--- config.mk ---
export PLATFORM = sky130hd
export DESIGN_NAME = xbar_port_ctrl
export DESIGN_NICKNAME = d
export VERILOG_FILES = /design/src/rtl/xbar_port_ctrl.sv
export SDC_FILE = /design/constraint.sdc
export NUM_CORES = 1
export LEC_CHECK = 0
export ABC_AREA = 1
export BUFFER_PORTS_ARGS = -buffer_cell sky130_fd_sc_hd__clkbuf_2
export CAP_MARGIN = 15
export CORE_MARGIN = 5
export CORE_UTILIZATION = 40
export CTS_BUF_LIST = sky130_fd_sc_hd__clkbuf_8
export CTS_CLUSTER_DIAMETER = 200
export DETAILED_ROUTE_END_ITERATION = 10
export GPL_TIMING_DRIVEN = 0
export PLACE_DENSITY_LB_ADDON = 0.1
export SYNTH_ARGS = -nofsm -noshare
export SYNTH_HDL_FRONTEND = slang
export SYNTH_SLANG_ARGS = --single-unit
--- constraint.sdc ---
create_clock -name clk -period 2.24 [get_ports clk]
set_input_delay 0 -clock clk [delete_from_list [all_inputs] [get_ports clk]]
set_output_delay 0 -clock clk [all_outputs]
set_load 0.005 [all_outputs]
--- src/rtl/xbar_port_ctrl.sv ---
// Crossbar target-port controller: takes the arbiter's one-hot grant, runs one
// slave transaction on behalf of the granted master, returns ack/data/error,
// and pulses arb_ack once per transaction so the arbiter can rotate.
module xbar_port_ctrl #(
    parameter int unsigned N   = 2,
    parameter int unsigned AW  = 32,
    parameter int unsigned DW  = 32,
    parameter int unsigned TMO = 255
) (
    input  logic            clk,
    input  logic            rst,
    input  logic [N-1:0]    grant,
    input  logic [N-1:0]    m_req,
    input  logic [N*AW-1:0] m_addr,
    input  logic [N-1:0]    m_we,
    input  logic [N*DW-1:0] m_wdata,
    output logic [N-1:0]    m_ack,
    output logic [N-1:0]    m_err,
    output logic [DW-1:0]   m_rdata,
    output logic            s_req,
    output logic [AW-1:0]   s_addr,
    output logic            s_we,
    output logic [DW-1:0]   s_wdata,
    input  logic            s_ack,
    input  logic [DW-1:0]   s_rdata,
    output logic            arb_ack,
    output logic            grant_err
);

    localparam int unsigned IW = (N > 1) ? $clog2(N) : 1;
    localparam int unsigned CW = 16;

    typedef enum logic [2:0] {
        ST_IDLE  = 3'd0,
        ST_REQ   = 3'd1,
        ST_RESP  = 3'd2,
        ST_HOLD0 = 3'd3,
        ST_HOLD1 = 3'd4
    } state_t;

    state_t         r_state;
    state_t         w_state_nxt;
    logic [IW-1:0]  r_idx;
    logic [IW-1:0]  w_idx_nxt;
    logic [CW-1:0]  r_cnt;
    logic [CW-1:0]  w_cnt_nxt;

    logic           w_onehot;
    logic           w_multi;
    logic [IW-1:0]  w_gidx;
    logic           w_sel_req;
    logic [AW-1:0]  w_sel_addr;
    logic           w_sel_we;
    logic [DW-1:0]  w_sel_wdata;
    logic [N-1:0]   w_idx_1h;

    logic [N-1:0]   w_m_ack_nxt;
    logic [N-1:0]   w_m_err_nxt;
    logic [DW-1:0]  w_m_rdata_nxt;
    logic           w_s_req_nxt;
    logic [AW-1:0]  w_s_addr_nxt;
    logic           w_s_we_nxt;
    logic [DW-1:0]  w_s_wdata_nxt;
    logic           w_arb_ack_nxt;
    logic           w_grant_err_nxt;

    // Grant qualification, one-hot-to-binary encode and granted-master mux
    always_comb begin
        w_onehot    = (grant != '0) && ((grant & (grant - N'(1))) == '0);
        w_multi     = (grant != '0) && !w_onehot;
        w_gidx      = '0;
        w_sel_req   = 1'b0;
        w_sel_addr  = '0;
        w_sel_we    = 1'b0;
        w_sel_wdata = '0;
        for (int unsigned i = 0; i < N; i++) begin
            if (grant[i]) begin
                w_gidx = IW'(i);
            end
        end
        for (int unsigned i = 0; i < N; i++) begin
            if (w_gidx == IW'(i)) begin
                w_sel_req   = m_req[i];
                w_sel_addr  = m_addr[i*AW +: AW];
                w_sel_we    = m_we[i];
                w_sel_wdata = m_wdata[i*DW +: DW];
            end
        end
        w_idx_1h = N'(1) << r_idx;
    end

    // Next-state and next-output logic; outputs are registered below
    always_comb begin
        w_state_nxt     = r_state;
        w_idx_nxt       = r_idx;
        w_cnt_nxt       = r_cnt;
        w_m_ack_nxt     = '0;
        w_m_err_nxt     = '0;
        w_m_rdata_nxt   = m_rdata;
        w_s_req_nxt     = 1'b0;
        w_s_addr_nxt    = s_addr;
        w_s_we_nxt      = s_we;
        w_s_wdata_nxt   = s_wdata;
        w_arb_ack_nxt   = 1'b0;
        w_grant_err_nxt = grant_err;

        case (r_state)
            ST_IDLE: begin
                if (w_multi) begin
                    w_grant_err_nxt = 1'b1;
                end else if (w_onehot && w_sel_req) begin
                    w_idx_nxt     = w_gidx;
                    w_s_addr_nxt  = w_sel_addr;
                    w_s_we_nxt    = w_sel_we;
                    w_s_wdata_nxt = w_sel_wdata;
                    w_cnt_nxt     = '0;
                    w_s_req_nxt   = 1'b1;
                    w_state_nxt   = ST_REQ;
                end
            end
            ST_REQ: begin
                // A slave ack wins over a timeout landing on the same cycle
                if (s_ack) begin
                    w_m_rdata_nxt = s_rdata;
                    w_m_ack_nxt   = w_idx_1h;
                    w_arb_ack_nxt = 1'b1;
                    w_cnt_nxt     = '0;
                    w_state_nxt   = ST_RESP;
                end else if ((r_cnt + CW'(1)) >= CW'(TMO)) begin
                    w_m_rdata_nxt = '0;
                    w_m_ack_nxt   = w_idx_1h;
                    w_m_err_nxt   = w_idx_1h;
                    w_arb_ack_nxt = 1'b1;
                    w_cnt_nxt     = '0;
                    w_state_nxt   = ST_RESP;
                end else begin
                    w_cnt_nxt   = r_cnt + CW'(1);
                    w_s_req_nxt = 1'b1;
                end
            end
            ST_RESP:  w_state_nxt = ST_HOLD0;
            ST_HOLD0: w_state_nxt = ST_HOLD1;
            ST_HOLD1: w_state_nxt = ST_IDLE;
            default:  w_state_nxt = ST_IDLE;
        endcase
    end

    // State and registered outputs, synchronous active-high reset
    always_ff @(posedge clk) begin
        if (rst) begin
            r_state   <= ST_IDLE;
            r_idx     <= '0;
            r_cnt     <= '0;
            m_ack     <= '0;
            m_err     <= '0;
            m_rdata   <= '0;
            s_req     <= 1'b0;
            s_addr    <= '0;
            s_we      <= 1'b0;
            s_wdata   <= '0;
            arb_ack   <= 1'b0;
            grant_err <= 1'b0;
        end else begin
            r_state   <= w_state_nxt;
            r_idx     <= w_idx_nxt;
            r_cnt     <= w_cnt_nxt;
            m_ack     <= w_m_ack_nxt;
            m_err     <= w_m_err_nxt;
            m_rdata   <= w_m_rdata_nxt;
            s_req     <= w_s_req_nxt;
            s_addr    <= w_s_addr_nxt;
            s_we      <= w_s_we_nxt;
            s_wdata   <= w_s_wdata_nxt;
            arb_ack   <= w_arb_ack_nxt;
            grant_err <= w_grant_err_nxt;
        end
    end

endmodule
==> summary.txt <==
Status
  – Status: completed

Power and ir drop
  – Net Switching: ~0.0015 W
  – Peak supply drop: 384.8 uV
  – Proportion of power drawn by combinational gates: roughly 20%
  – Leakage power: 4.210 nW
  – Switching Share: 27.27%
  – Clk pwr share: 36.1%
  – Sequential Power Share: between 40% and 50%
  – Internal: 0.004012 W
  – Pwr per Cell Area: roughly 590 nW/um^2

Logic synthesis
  – Most common cell in the netlist: nand2_1
  – Synthesized cell area: roughly 5700 um^2
  – Synthesized instance count: about 720
  – Async set-reset flop share out of synthesis: 0%
  – Ys Warns: 0
  – Distinct cells, synth: 32
  – List of most frequent post-synthesis cells: nand2_1 (212), dfxtp_1 (124), o21ai_0 (71), a31oi_1 (65), nand3_2 (32)
  – Post-synth EDFFs: 0
  – Synth top area share: around 44%
  – Post-Syn Nets: 890
  – Sequential area share after synthesis: between 40% and 50%
  – Syn avg cell area: 7.943 um^2
  – Yosys reg bits: about 120
  – Area leader, netlist: dfxtp_1
  – Main flop type after synthesis: dfxtp_1
  – Top post-synthesis cells by area: dfxtp_1 (44%), nand2_1 (14%), a31oi_1 (7.1%)

Die
  – Initial core utilization: between 40% and 50%
  – Die area: 16750 um^2
  – DIE HEIGHT: roughly 130 um
  – Die X: 129.4 um
  – Core Box Area: 13930 um^2
  – IO Pins: approximately 270
  – Number of core rows: 43

GRT
  – Grt ovf: 0
  – Initial antenna violation count: 0
  – GRT Total Usage: about a quarter
  – Largest net degree at the start of global routing: 17
  – First-pass GRT wire length: ~35 mm
  – Number of global-route vias before repair: about 7.1k

Clock tree
  – Post-CTS Setup Bufs: 0
  – H-tree depth: 4
  – Root Buffer Master: clkbuf_8
  – Clk pin slew, worst setup/hold paths: 0.07 ns
  – Clk_lat worst skew: 0.44 ns
  – TritonCTS Sinks: approximately 120
  – CTS tree: yes
  – Max clock buf depth: 2
  – Total CTS buffers: 17

Timing
  – Worst-margin pin slew: approximately 0.6 ns
  – Final Cycle Share: between 80% and 90%
  – Crit path time final: a little over 2 ns
  – Slew headroom: about three fifths
  – Final Hold Fails: 0
  – Max-slew violations: 0
  – Clock skew: roughly 0.0073 ns
  – RSZ-0062 raised after global routing: false
  – # setup viols final: 0
  – Fmax: 497.4 MHz
  – Fin Setup TNS: 0 ns

Min path
  – Hold/Removal Path Class: input port to flip-flop

Placement
  – Placed cell count: around 1.2k
  – Hpwl dp: 14.63 mm
  – PortBufs: approximately 270
  – DP Area: 7284 um^2
  – GPL Wtd Cong: roughly 0.84

Layout
  – Final net count: ~1.3k
  – Share of post-route cells with drive strength above 1: 34.23%
  – Synthesis-to-layout area growth: 63.93%
  – Final Core Density: between 60% and 70%
  – Filler cell count: approximately 1.2k
  – Final Cell Area: between 9000 and 10000 um^2
  – Post-route insts no fill: 1368

Job
  – Max-Cap Viols: 0

Routing
  – Drt wl/cell: about 16 um
  – DR pass1 iterations: 5
  – Detail Route Antenna Nets: 0
  – DRC viols: 0
  – Vias per cell: about 5.0
  – Routed via count: a little under 7k
  – Drt total wl: around 22 mm
  – DRT iter0 DRCs: ~350

Worst setup path
  – CP Launch Type: flip-flop
  – WP data required: about 2.6 ns
  – Critical setup path kind: flip-flop to flip-flop
  – CP max FO: 10
  – CP endpoint kind: flip-flop
  – CP arrival: around 2.4 ns
repair_timing:
action,CTS,global route
resized for setup,0,2
endpoints found under the hold margin,107,0
endpoints found under the setup margin,0,7
hold buffers,165,0
layer usage:
metal	part of all wire, %	global-route usage [%]
met1	38	28.95
met2	48	44.30
met3	7.7	7.955
met4	6.1	16.80
met5	0	0
critical path: stages, from the launching register on:
cell	delay (ns)
dfxtp_1	0.44
ha_2	0.26
nand3_2	0.10
nor2_2	0.18
nand3_1	0.09
nand2_1	0.09
nand3_2	0.09
nor2_2	0.15
nand2_4	0.10
nand2_8	0.11
buf_12	0.14
nand3_2	0.06
a21oi_2	0.11
path summary, 6_finish.rpt:
kind | to | slack [ns] | depth (start not counted) | from
worst max-delay path | m_rdata[23] | 0.23 | 12 | r_cnt[1]
worst min-delay path | grant_err | 0.04 | 4 | grant[1]
worst max register to register | m_rdata[23] | 0.23 | 12 | r_cnt[1]
worst min register to register | grant_err | 0.45 | 2 | grant_err
cell usage in the layout, fill, tap and decap left out, drive strengths merged:
cell type / Yosys / layout
clkbuf: 37 / 330
nand2: 220 / 220
dlygate4sd3: 1 / 166
dfxtp: 124 / 124
o21ai: 72 / 72
a31oi: 65 / 65
nand3: 52 / 52
a21oi: 44 / 44
inv: 32 / 36
nor2: 35 / 35
buf: 11 / 11
nor3: 9 / 9
nand4: 6 / 6
nand3b: 3 / 3
clkinv: 0 / 3
ha: 3 / 3
diode: 0 / 2
bufinv: 0 / 2
o21bai: 1 / 1
a211o: 1 / 1
dlygate4sd1: 1 / 1
nor4: 1 / 1
clkinvlp: 0 / 1
power by group through the flow:
stage | sequential, W | combinational [W] | clock [W]
final | 0.00243 | 0.00109 | 0.00199
after global routing | 0.00245 | 0.00119 | 0.00211
after CTS | 0.00243 | 0.00106 | 0.00201
after detailed placement | 0.00247 | 0.000828 | 0
after global placement | 0.00247 | 0.000827 | 0
after floorplan | 0.00248 | 0.000386 | 0
sequential cells by signal, indices dropped and copies added (netlist names):
name       cells
r_idx          1
r_cnt         16
s_req          1
m_rdata       32
arb_ack        1
s_we           1
s_wdata       32
m_err          2
grant_err      1
s_addr        32
m_ack          2
r_state        3
cells by family after synthesis:
family,share of synthesized area [%]
flip-flops,43.53
AND/OR/NAND/NOR,28.04
AO/OA/AOI/OAI,19.57
buffers and inverters,8.206
adder cells (fa/ha/maj),0.6583
metrics by stage:
stage,setup WS (ns),hold WS [ns],power (W)
5_1_grt,0.01125,0.04240,0.005747
6_report,0.2297,0.04313,0.005516
3_5_place_dp,0.1837,0.2429,0.003302
4_1_cts,0.1568,0.02292,0.005502
3_3_place_gp,0.2012,0.2447,0.003301
2_1_floorplan,0.4649,0.1475,0.002868
area by class of cell:
cell class | instances | area (um^2) | area share [%]
clock inverters | 10 | 97.59 | 1.044
diodes | 2 | 5.005 | 0.05353
repair buffers | 436 | 3008 | 32.17
multi-input cells | 512 | 2760 | 29.52
flip-flops and latches | 124 | 2482 | 26.55
inverters | 32 | 120.1 | 1.285
clock buffers | 22 | 302.8 | 3.239
plain buffers | 50 | 347.8 | 3.721
well taps | 180 | 225.2 | 2.409
(Power assumes the default switching activity.)
